===== src/rtl/debug_tap_fifo.sv =====
// rtl/debug_tap_fifo.sv - in-band configured debug tap: DUT pass-through or debug-signal capture FIFO
// Optional drop tag insertion is enabled by defining DEBUG_TAP_DROP_TAG_EN.
module debug_tap_fifo #(
  parameter int DATA_W    = 32,
  parameter int N_SIGNALS = 32,
  parameter int N_COND    = 24,
  parameter int DEPTH     = 16
) (
  input  logic                        clock,
  input  logic                        reset,
  input  logic [DATA_W-1:0]           in_data,
  input  logic                        in_valid,
  output logic                        upstream_stall,
  output logic [DATA_W-1:0]           out_data,
  output logic                        out_valid,
  input  logic                        downstream_stall,
  output logic [DATA_W-1:0]           dut_in_data,
  output logic                        dut_in_valid,
  input  logic                        dut_upstream_stall,
  input  logic [DATA_W-1:0]           dut_out_data,
  input  logic                        dut_out_valid,
  output logic                        dut_downstream_stall,
  input  logic [N_SIGNALS*DATA_W-1:0] debug_signals,
  input  logic [N_COND-1:0]           debug_conditions
);
  localparam int AW = $clog2(DEPTH);
  localparam int CW = AW + 1;

  typedef enum logic [1:0] {CFG0, CFG1, RUN, DONE} state_t;
  state_t state, state_nx;

  logic [7:0]        select;
  logic [1:0]        mode;
  logic [N_COND-1:0] mask;
  logic              armed;
  logic [CW-1:0]     shot_cnt;
  logic [DATA_W-1:0] mem [DEPTH];
  logic [AW-1:0]     wr_ptr, rd_ptr, rd_next;
  logic [CW-1:0]     count, remain;

  logic              running, pass, hit, want, space, push, pop, sample_push;
  logic [DATA_W-1:0] sample, push_data;

`ifdef DEBUG_TAP_DROP_TAG_EN
  localparam int DW = DATA_W - 16;
  logic [DW-1:0] drop_cnt, drop_nx;
`endif

  always_comb begin
    sample = '0;
    for (int i = 0; i < N_SIGNALS; i++)
      if (int'(select) == i) sample = debug_signals[i*DATA_W +: DATA_W];
  end

  always_comb begin
    running     = (state == RUN) || (state == DONE);
    pass        = (mode == 2'd0) || (mode == 2'd3);
    hit         = |(mask & debug_conditions);
    want        = 1'b0;
    if (state == RUN && !pass)
      want = (mode == 2'd2) ? (armed | hit) : hit;
    // Count includes the word held in the output register, so a host pop frees a slot.
    pop         = !pass && out_valid && !downstream_stall;
    space       = (count != CW'(DEPTH)) || pop;
    push_data   = sample;
    push        = want && space;
    sample_push = push;
`ifdef DEBUG_TAP_DROP_TAG_EN
    drop_nx = drop_cnt;
    if (state == RUN && !pass && drop_cnt != '0 && space) begin
      push        = 1'b1;
      sample_push = 1'b0;
      push_data   = {16'hDEAD, drop_cnt};
      drop_nx     = want ? DW'(1) : '0;
    end else if (want && !space && drop_cnt != '1) begin
      drop_nx = drop_cnt + 1'b1;
    end
`else
    push = want && space;
`endif
    remain               = count - CW'(pop);
    rd_next              = rd_ptr + AW'(pop);
    upstream_stall       = running && dut_upstream_stall;
    dut_in_data          = in_data;
    dut_in_valid         = running && in_valid;
    dut_downstream_stall = running && pass && downstream_stall;
  end

  always_comb begin
    state_nx = state;
    case (state)
      CFG0:    if (in_valid) state_nx = CFG1;
      CFG1:    if (in_valid) state_nx = RUN;
      RUN:     if (mode == 2'd2 && sample_push && shot_cnt == CW'(DEPTH-1)) state_nx = DONE;
      default: state_nx = state;
    endcase
  end

  always_ff @(posedge clock or posedge reset) begin
    if (reset) state <= CFG0;
    else       state <= state_nx;
  end

  always_ff @(posedge clock or posedge reset) begin
    if (reset) begin
      select    <= '0;
      mode      <= '0;
      mask      <= '0;
      armed     <= 1'b0;
      shot_cnt  <= '0;
      wr_ptr    <= '0;
      rd_ptr    <= '0;
      count     <= '0;
      out_valid <= 1'b0;
      out_data  <= '0;
    end else begin
      if (state == CFG0 && in_valid) begin
        select <= in_data[7:0];
        mode   <= in_data[9:8];
      end
      if (state == CFG1 && in_valid) mask <= in_data[N_COND-1:0];
      if (state == RUN && mode == 2'd2 && hit) armed <= 1'b1;
      if (sample_push && mode == 2'd2) shot_cnt <= shot_cnt + 1'b1;
      if (push) wr_ptr <= wr_ptr + 1'b1;
      rd_ptr <= rd_next;
      count  <= remain + CW'(push);
      // Output register only moves when the host is not stalling.
      if (!downstream_stall) begin
        if (pass) begin
          out_valid <= running && dut_out_valid;
          out_data  <= dut_out_data;
        end else begin
          out_valid <= (remain != '0);
          if (remain != '0) out_data <= mem[rd_next];
        end
      end
    end
  end

  always_ff @(posedge clock) begin
    if (push) mem[wr_ptr] <= push_data;
  end

`ifdef DEBUG_TAP_DROP_TAG_EN
  always_ff @(posedge clock or posedge reset) begin
    if (reset) drop_cnt <= '0;
    else       drop_cnt <= drop_nx;
  end
`endif
endmodule


===== config.mk =====
export PLATFORM = sky130hd
export DESIGN_NAME = debug_tap_fifo
export DESIGN_NICKNAME = d
export VERILOG_FILES = /design/src/rtl/debug_tap_fifo.sv
export SDC_FILE = /design/constraint.sdc
export NUM_CORES = 1
export LEC_CHECK = 0
export ABC_AREA = 1
export BUFFER_PORTS_ARGS = -buffer_cell sky130_fd_sc_hd__buf_2
export CAP_MARGIN = 20
export CORE_AREA = 2 2 460 462
export DETAILED_ROUTE_END_ITERATION = 12
export DIE_AREA = 0 0 462 464
export PLACE_DENSITY = 0.41
export SLEW_MARGIN = 20
export SYNTH_ARGS = -nofsm -noshare
export SYNTH_HDL_FRONTEND = slang
export SYNTH_SLANG_ARGS = --single-unit

===== constraint.sdc =====
create_clock -name clock -period 5.7 [get_ports clock]
set_clock_uncertainty 0.2 [all_clocks]
set_input_delay 0.855 -clock clock [delete_from_list [all_inputs] [get_ports clock]]
set_output_delay 0.855 -clock clock [all_outputs]
set_load 0.01 [all_outputs]

==> reports/qor.yml, run 1 <==
detailed_routing:
  antenna_left: 0
  drc: 0
  routedWlPerCell_um: 31.8
  routed_via_density: 4.34
  drt_pre_antenna_iters: 5
  vias: 34900
  drtIter0Drc: 3202
  routed_wire_length_um: 256000
setup_path:
  timing.setup.critical_path_class: "flop to flop"
  critical_path.max_stage_delay_ns: 0.54
  cp-start-kind: "flop"
  crit_slowest_cell: "sky130_fd_sc_hd__nor2_1"
  critical_path_peak_fanout: 20
  worst-endpoint-required_ns: 5.86
  arrival_time_of_the_worst_setup_path_ns: 5.67
  timing.critical_path.mode_cell: "sky130_fd_sc_hd__nor2_1"
  worst_setup_path_end_kind: "flop"
timing:
  achievable-frequency_mhz: 181
  final.min_clock_period_ns: 5.51
  worst-slew-pin-transition_ns: 1.10
  final-hold-violation-count: 0
  fin_hold_ws_ns: 0.104
  rsz0062_at_grt: "no"
  worst_slew_margin_rel: 0.261
  timing.final.setup_violations: 0
  final_slew_viol_count: 0
  final_min_period_over_clock_period: 0.967
synth:
  synth_ff_type: "sky130_fd_sc_hd__edfxtp_1"
  syn-mean-instance-area_um2: 8.26
  distinct_cells_synth: 40
  mappedNetlistNets: 5068
  synth_enable_flop_cells: 512
  yosys-top-cells-area: "sky130_fd_sc_hd__edfxtp_1, sky130_fd_sc_hd__nand2_1, sky130_fd_sc_hd__nor2_1"
  syn-instance-count: 3932
  synth.yosys.warnings: 0
  proportion_of_synthesized_chip_area_in_sequential_cells: 0.541
  netlist_area_pre_place_um2: 32500
  synth.top_cell.area_share: 0.473
  ys_ff_latch: 600
  async_reset_ff_frac: 0.147
  synthDominantAreaCellType: "sky130_fd_sc_hd__edfxtp_1"
place:
  hpwl_after_detailed_placement_um: 209000
  gp_congestion: 1.04
  postPlaceCellArea_um2: 42500
  placement.io_buffers: 1169
die:
  initial_core_util: 0.155
  fp.coreArea_um2: 209000
  top_level_i_o_count: 1186
  die-area_um2: 214000
  die_h_um: 464
  chipWidth_um: 462
  std_cell_rows: 168
layout:
  util_after_layout: 0.215
  drive_above_1_share: 0.303
  non_filler_cell_area_final_um2: 45000
  nets: 6217
  area.growth.synth_to_final_pct: 38.7
global_routing:
  grt_start_max_net_pins: 180
  grt_pass1_vias: 34100
  antenna_found_initial: 160
  grt_use_total: 0.230
  gr-total-overflow: 0
  grt_first_pass_wirelength_um: 329000
min_path:
  worstHoldPathType: "primary input to async pin"
clocking:
  ctsHoldBuffers: 0
  cts_root_buf: "sky130_fd_sc_hd__clkbuf_16"
  clk_path_buf_depth: 3
  clock_pin_slew_reported_for_the_worst_setup_and_hold_paths_after_clock_tree_synthesis_ns: 0.06
  cts_tree: "yes"
  clk-insertion-delay-late_ns: 0.63
  tritoncts_num_sinks: 600
  htree_num_levels: 3
  cts-buffers-inserted: 70
outcome:
  outcome: "finished, final reports clean"
power_and_ir_drop:
  static-leakage-power_nw: 18.7
  powerDensity_nw_per_um2: 519
  vdd_drop_max_uv: 649
  fin_total_pwr_mw: 23.4
job:
  maxCapViolCount: 0
-- registers in the layout, indices dropped and copies added, names as in the netlist --
name / count
mask: 24
mode: 2
out_data: 32
select: 8
wr_ptr: 4
count: 5
armed: 1
shot_cnt: 5
rd_ptr: 4
state: 2
out_valid: 1
mem: 512
-- layer usage --
layer	up-vias	wire, um	track usage
met5	-	312	0
met4	46	10600	0.0896
met3	386	14500	0.0355
met2	1584	127000	0.401
met1	17200	104000	0.282
li1	15600	-	-
-- cell type report --
type                       count  area, um^2
sequential                   600       17600
tap                         2805        3510
clock inverter                41         424
clock buffer                  81        1850
timing repair buffer        1328        7250
antenna                       91         228
multi-input combinational   2781       13100
fill                       23700      164000
inverter                     300        1140
-- cells in the final DEF (no fill, tap or decap), types with 17 or more instances in the layout --
master | Yosys | routed
sky130_fd_sc_hd__nor2_4 | 1 | 34
sky130_fd_sc_hd__or2_1 | 19 | 19
sky130_fd_sc_hd__edfxtp_1 | 512 | 512
sky130_fd_sc_hd__a31oi_1 | 32 | 32
sky130_fd_sc_hd__nor2_2 | 8 | 17
sky130_fd_sc_hd__a21oi_1 | 92 | 91
sky130_fd_sc_hd__clkbuf_16 | 0 | 72
sky130_fd_sc_hd__buf_2 | 15 | 1169
sky130_fd_sc_hd__nand3_1 | 86 | 82
sky130_fd_sc_hd__nand2_1 | 1102 | 1099
sky130_fd_sc_hd__clkinv_1 | 6 | 17
sky130_fd_sc_hd__buf_4 | 33 | 142
sky130_fd_sc_hd__o21ai_0 | 313 | 313
sky130_fd_sc_hd__nor2_1 | 688 | 646
sky130_fd_sc_hd__inv_1 | 286 | 282
sky130_fd_sc_hd__dfrtp_1 | 88 | 88
sky130_fd_sc_hd__nand4_1 | 200 | 200
sky130_fd_sc_hd__diode_2 | 0 | 91
sky130_fd_sc_hd__o22ai_1 | 96 | 96
sky130_fd_sc_hd__a32o_1 | 32 | 32
sky130_fd_sc_hd__or2_2 | 28 | 28
-- synthesized netlist by cell type, drive strengths merged (2+ instances only) --
| cell type | number |
|---|---|
| a21oi | 92 |
| a221oi | 6 |
| a31oi | 32 |
| a32o | 32 |
| and3 | 2 |
| buf | 61 |
| clkbuf | 191 |
| clkinv | 6 |
| dfrtp | 88 |
| edfxtp | 512 |
| ha | 18 |
| inv | 294 |
| mux2 | 15 |
| nand2 | 1103 |
| nand3 | 87 |
| nand4 | 201 |
| nor2 | 697 |
| nor3 | 5 |
| nor3b | 3 |
| o21ai | 313 |
| o22ai | 96 |
| or2 | 60 |
| xnor2 | 7 |
| xor2 | 6 |
-- power breakdown --
part / switching (mW) / internal [mW]
registers: 0.263 / 6.35
logic: 8.86 / 3.40
clock network: 1.83 / 2.68
total: 11.0 / 12.4
-- path summary, 6_finish.rpt --
kind                           start          to  slack, ns  depth (start not counted)
max                        select[0]  mem[10][5]       0.19                         25
min in group clock             armed       armed       0.27                          1
max in group asynchronous      reset   select[3]       3.97                          3
min reg2reg                    armed       armed       0.27                          1
max reg2reg                select[0]  mem[10][5]       0.19                         25
min                            reset   out_valid       0.10                          2
-- critical path: cells and delay by family (launching register included) --
family                 cells  cell delay [ns]
flip-flops                 1             0.44
buffers and inverters      4             0.68
AND/OR/NAND/NOR           21             3.86
-- kinds of logic after synthesis --
kind of cell	after synthesis	synth area share
flip-flops	600	0.541
adder cells (fa/ha/maj)	18	0.00693
multiplexers	15	0.00520
AND/OR/NAND/NOR	2159	0.275
AO/OA/AOI/OAI	575	0.0995
XOR/XNOR	13	0.00351
buffers and inverters	552	0.0683
-- per-stage QoR --
step	cells	setup WS [ns]	setup TNS (ns)
after CTS	7936	0.0284	0
after detailed placement	7810	-0.368	-17.96
final	8027	0.188	0
after global placement	7808	-1.40	-42.76
after floorplan	3932	2.04	0
after global routing	8008	0.0434	0
-- repair_timing --
action | in CTS | in global routing
endpoints found under the setup margin | 160 | 124
cloned | 1 | 0
pin swaps | 4 | 1
buffers inserted | 3 | 0
gates resized for setup | 7 | 6
Power figures use the tool's default switching activity.
==> run 2: changes to the inputs <==
Settings changed: CTS_BUF_LIST set to sky130_fd_sc_hd__clkbuf_16, REMOVE_ABC_BUFFERS set to 1.
==> run 2 against run 1 <==
Design area down 0.56%; power down 2.9%; worst setup slack better by 0.022 ns; die area unchanged; critical path type unchanged.
==> reports/qor.yml, run 2 (synthesis gave the netlist of run 1 again) <==
outcome:
  outcome: "finished, final reports clean"
detailed_routing:
  vias: 35000
  drt_pre_antenna_iters: 6
  wl_met2_um: 119000
  drc: 0
  routedWlPerCell_um: 30.7
  drtIter0Drc: 3449
  met3_wire_length_um: 14600
  top_layer_used: "met5"
  antenna_left: 0
  routed_via_density: 4.39
  m1_wl_um: 99000
  routed_wire_length_um: 245000
min_path:
  worstHoldPathType: "primary input to async pin"
timing:
  final_slew_viol_count: 0
  final-hold-violation-count: 0
  rsz0062_at_grt: "no"
  final_critical_path_setup_slack_ns: 0.210
  final_min_period_over_clock_period: 0.963
  worst-slew-pin-transition_ns: 1.12
  timing.final.setup_violations: 0
  final.min_clock_period_ns: 5.49
  achievable-frequency_mhz: 182
  fin_hold_ws_ns: 0.0757
  worst_slew_margin_rel: 0.247
  setup_tns_ns: 0
place:
  postPlaceCellArea_um2: 42200
  gp_congestion: 1.02
  dp_cell_count: 7789
  dp_worst_setup_slack_ns: -1.13
  hpwl_after_detailed_placement_um: 199000
  placement.io_buffers: 1169
clocking:
  cts-buffers-inserted: 72
  clk_path_buf_depth: 3
  clock_pin_slew_reported_for_the_worst_setup_and_hold_paths_after_clock_tree_synthesis_ns: 0.06
  tritoncts_num_sinks: 600
  cts_tree: "yes"
  clk-insertion-delay-late_ns: 0.65
  htree_num_levels: 3
  cts_root_buf: "sky130_fd_sc_hd__clkbuf_16"
global_routing:
  grt_pass1_vias: 34000
  antenna_found_initial: 138
  gr-total-overflow: 0
  grt_first_pass_wirelength_um: 317000
  grt_start_max_net_pins: 181
  grt_use_total: 0.220
setup_path:
  critical_path_peak_fanout: 16
  worst_setup_path_end_kind: "flop"
  arrival_time_of_the_worst_setup_path_ns: 5.48
  path_delay_family: "simple AND/OR/NAND/NOR gates"
  timing.setup.critical_path_class: "flop to flop"
  worst-endpoint-required_ns: 5.69
  cp-start-kind: "flop"
  path_buf_inv: 2
  reg2reg_from: "select[1]"
  critical_path.max_stage_delay_ns: 0.46
  timing.critical_path.mode_cell: "sky130_fd_sc_hd__nor2_1"
  worstPathCellList: "inv_2, nand2_1, nor2_1, nand3_1, nand2_1, nor2_1, nand4_1, nand2_1, nand4_1, nor2_1, nand4_1, nor2_1, nand4_1, nor2_1, nand4_1, nor2_1, nand4_1, buf_4, nor2_1, nand3_1, nor2_1, nand3_1"
  crit_start: "select[1]"
  crit_slowest_cell: "sky130_fd_sc_hd__dfrtp_1"
layout:
  reg_top3: "mem (512), out_data (32), mask (24)"
  non_filler_cell_area_final_um2: 44800
  final_common_cell: "sky130_fd_sc_hd__buf_2"
  layoutNonFillerInstCount: 7978
  max_flop_register: "mem"
  max_ffs_per_register: 512
  nets: 6198
  drive_above_1_share: 0.299
  area.growth.synth_to_final_pct: 37.9
  layout.cells.most_common_list: "sky130_fd_sc_hd__buf_2, sky130_fd_sc_hd__nand2_1, sky130_fd_sc_hd__nor2_1"
die:
  top_level_i_o_count: 1186
  fp.coreArea_um2: 209000
  die_h_um: 464
  die-area_um2: 214000
  chipWidth_um: 462
  initial_core_util: 0.155
  std_cell_rows: 168
power_and_ir_drop:
  powerDensity_nw_per_um2: 507
  vdd_drop_max_uv: 688
  p_int_mw: 12.2
  pwr-share-clk: 0.200
  netSwitchingFraction: 0.463
  power.share.combinational: 0.507
  power_switching_mw: 10.5
  power.sequential.fraction: 0.292
  static-leakage-power_nw: 18.6
job:
  maxCapViolCount: 0
run 2: cell types whose count changed in the layout (fill, tap and decap cells not counted), sizes merged:
| cell | change |
|---|---|
| clkbuf | -5 |
| buf | -21 |
| diode | -30 |
| inv | +8 |
| clkinvlp | +1 |
| bufinv | -2 |
run 2: per-stage QoR:
| stage | util | total power [mW] |
|---|---|---|
| finish | 0.214 | 22.7 |
| global route | 0.214 | 24.0 |
| CTS | 0.213 | 23.0 |
| detailed placement | 0.202 | 18.3 |
| global placement | 0.202 | 18.3 |
| floorplan | - | 12.3 |
run 2: layout make-up:
| cell class | count | area (um^2) |
|---|---|---|
| antenna | 61 | 153 |
| clock buffer | 76 | 1900 |
| clock inverter | 48 | 390 |
| fill | 23600 | 164000 |
| inverter | 300 | 1140 |
| multi-input combinational | 2781 | 13100 |
| sequential | 600 | 17600 |
| tap | 2805 | 3510 |
| timing repair buffer | 1307 | 7040 |
run 2: path summary, 6_finish.rpt:
path	slack (ns)	cells past startpoint	to
worst max-delay path	0.21	22	mem[14][4]
worst min-delay path	0.08	2	mask[22]
worst max register to register	0.21	22	mem[14][4]
worst min register to register	0.27	1	armed
max in group asynchronous	3.99	3	out_data[28]
min in group clock	0.27	3	out_data[20]
run 2: power groups by stage:
stage,clock (mW),sequential [mW],combinational (mW)
3_3_place_gp,0,6.72,11.6
5_1_grt,4.81,6.70,12.5
4_1_cts,4.66,6.64,11.7
3_5_place_dp,0,6.73,11.6
6_report,4.55,6.64,11.5
2_1_floorplan,0,6.68,5.66
run 2: timing repair:
item / CTS / global route
setup endpoints to repair: 32 / 48
resized for setup: 8 / 4
pin swaps: 3 / 2
setup buffers: 0 / 3
gates cloned: 1 / 0
hold buffers: 0 / 0
run 2: routing by layer:
metal | vias up | GRT usage
li1 | 15500 | -
met1 | 17300 | 0.272
met2 | 1798 | 0.376
met3 | 381 | 0.0314
met4 | 36 | 0.102
met5 | - | 0
==> run 3: changes to the inputs <==
Settings changed: CORE_AREA 2 2 460 462 to 2 2 461 463, DIE_AREA 0 0 462 464 to 0 0 463 465.
==> run 3 against run 2 <==
Worst hold slack improved by 0.064 ns; critical path depth decreased by 2; power increased by 1.1%; via count increased by 0.32%; clock power increased by 4.8%; maximum frequency decreased by 1.2%; utilization decreased by 0.067 points.
==> reports/qor.yml, run 3 (synthesis gave the netlist of run 1 again) <==
outcome:
  outcome: "finished, final reports clean"
power_and_ir_drop:
  static-leakage-power_nw: 18.7
  powerDensity_nw_per_um2: 510
  vdd_drop_max_uv: 394
die:
  initial_core_util: 0.154
  fp.coreArea_um2: 211000
  die-area_um2: 215000
  std_cell_rows: 169
  die_h_um: 465
  chipWidth_um: 463
  top_level_i_o_count: 1186
global_routing:
  gr-total-overflow: 0
  global_route.usage.met3: 0.0324
  grt_first_pass_wirelength_um: 315000
  globalRouteMet1Util: 0.267
  grt_pass1_vias: 34000
  busiest_layer: "met2"
  antenna_found_initial: 134
  grt_start_max_net_pins: 131
  grt_use_total: 0.217
  grt_use_met2: 0.374
detailed_routing:
  drt_pre_antenna_iters: 8
  routedWlPerCell_um: 30.3
  drtIter0Drc: 3182
  antenna_left: 0
  routed_wire_length_um: 244000
  vias: 35100
  routed_via_density: 4.36
  drc: 0
timing:
  rsz0062_at_grt: "no"
  worst-slew-pin-transition_ns: 1.05
  final.min_clock_period_ns: 5.56
  timing.final.setup_violations: 0
  worst_slew_margin_rel: 0.294
  fin_hold_ws_ns: 0.139
  achievable-frequency_mhz: 180
  final_slew_viol_count: 0
  final-hold-violation-count: 0
  final_min_period_over_clock_period: 0.975
layout:
  reg_top3: "mem (512), out_data (32), mask (24)"
  area.growth.synth_to_final_pct: 38.6
  max_ffs_per_register: 512
  nets: 6195
  non_filler_cell_area_final_um2: 45000
  layout.cells.most_common_list: "sky130_fd_sc_hd__buf_2, sky130_fd_sc_hd__nand2_1, sky130_fd_sc_hd__nor2_1"
  drive_above_1_share: 0.298
  final_common_cell: "sky130_fd_sc_hd__buf_2"
  util_after_layout: 0.213
  max_flop_register: "mem"
setup_path:
  arrival_time_of_the_worst_setup_path_ns: 5.59
  length_in_cells_of_the_worst_reg_to_reg_path: 20
  cp-start-kind: "flop"
  critical_path_peak_fanout: 18
  timing.setup.critical_path_class: "flop to flop"
  worst-endpoint-required_ns: 5.73
  worst_setup_path_end_kind: "flop"
clocking:
  cts-buffers-inserted: 76
  htree_num_levels: 3
  clk_path_buf_depth: 3
  cts_post_setup_buffers_inserted: 0
  clock_pin_slew_reported_for_the_worst_setup_and_hold_paths_after_clock_tree_synthesis_ns: 0.06
  cts_root_buf: "sky130_fd_sc_hd__clkbuf_16"
  cts_tree: "yes"
  clk-insertion-delay-late_ns: 0.64
  tritoncts_num_sinks: 600
place:
  postPlaceCellArea_um2: 42200
  placement.io_buffers: 1169
  hpwl_after_detailed_placement_um: 197000
  gp_congestion: 0.999
job:
  maxCapViolCount: 0
min_path:
  worstHoldPathType: "primary input to async pin"
==> run 3: cell types whose count changed in the layout (fill, tap and decap cells not counted), moves of 4 or more <==
cell | previous run | this run
sky130_fd_sc_hd__diode_2 | 61 | 125
sky130_fd_sc_hd__nor2_2 | 8 | 12
sky130_fd_sc_hd__buf_4 | 126 | 121
sky130_fd_sc_hd__nand3_2 | 2 | 6
sky130_fd_sc_hd__inv_1 | 291 | 297
sky130_fd_sc_hd__nor2_4 | 41 | 36
sky130_fd_sc_hd__clkinv_1 | 18 | 23
==> run 3: path summary, 6_finish.rpt <==
kind	from	endpoint	slack, ns
min	reset	shot_cnt[3]	0.14
max reg2reg	select[2]	mem[12][7]	0.14
min in group clock	armed	armed	0.27
max in group asynchronous	reset	out_data[16]	3.96
max	select[2]	mem[12][7]	0.14
min reg2reg	armed	armed	0.27
==> run 3: repair_timing <==
item                                    4_1_cts  5_1_grt
hold buffers                                  0        0
gates resized for setup                       5        6
pin swaps                                     0        2
endpoints found under the setup margin       47       96
==> run 3: worst max-delay path, cell delays in order, from the launching register on <==
cell and delay [ns]:
sky130_fd_sc_hd__dfrtp_1 0.42, sky130_fd_sc_hd__nor2_1 0.15, sky130_fd_sc_hd__nand4_2 0.47, sky130_fd_sc_hd__buf_4 0.31, sky130_fd_sc_hd__nor2_1 0.06, sky130_fd_sc_hd__nor2_1 0.15, sky130_fd_sc_hd__nand4_1 0.10, sky130_fd_sc_hd__nor2_1 0.19
sky130_fd_sc_hd__nand4_1 0.14, sky130_fd_sc_hd__nand2_1 0.09, sky130_fd_sc_hd__nand4_1 0.25, sky130_fd_sc_hd__nor2_1 0.33, sky130_fd_sc_hd__nand4_1 0.19, sky130_fd_sc_hd__nor2_1 0.24, sky130_fd_sc_hd__nand4_1 0.16, sky130_fd_sc_hd__nor2_1 0.12
sky130_fd_sc_hd__nand4_1 0.08, sky130_fd_sc_hd__nor2_1 0.80, sky130_fd_sc_hd__nand4_1 0.20, sky130_fd_sc_hd__nand2_1 0.11, sky130_fd_sc_hd__nand2_1 0.36
==> run 3: power by group <==
group          internal [mW]  switching [mW]  total (mW)
combinational           3.04            8.49        11.5
clock                   2.76            2.00        4.77
sequential              6.37           0.304        6.67
==> run 3: cell type report <==
cell class              count  area, um^2
inverters                 300        1140
repair buffers           1301        6980
clock buffers              78        1950
multi-input cells        2780       13000
well taps                2821        3530
clock inverters            58         478
diodes                    125         313
flip-flops and latches    600       17600
fillers                 23900      166000
==> run 3: routing by layer <==
metal	vias up	part of all wire
met5	-	0.00071
met3	382	0.057
li1	15600	-
met2	1743	0.49
met1	17400	0.41
met4	28	0.049
==> run 3: metrics by stage <==
| step | TNS, ns | instances | setup WS (ns) | total power [mW] |
|---|---|---|---|---|
| after global routing | 0 | 8040 | 0.0219 | 24.2 |
| after detailed placement | -8.97 | 7802 | -0.431 | 18.3 |
| after CTS | 0 | 7938 | 0.0115 | 23.1 |
| final | 0 | 8063 | 0.141 | 23.0 |
| after floorplan | -189.46 | 3680 | -5.90 | 12.3 |
| after global placement | -8.68 | 7801 | -0.413 | 18.2 |
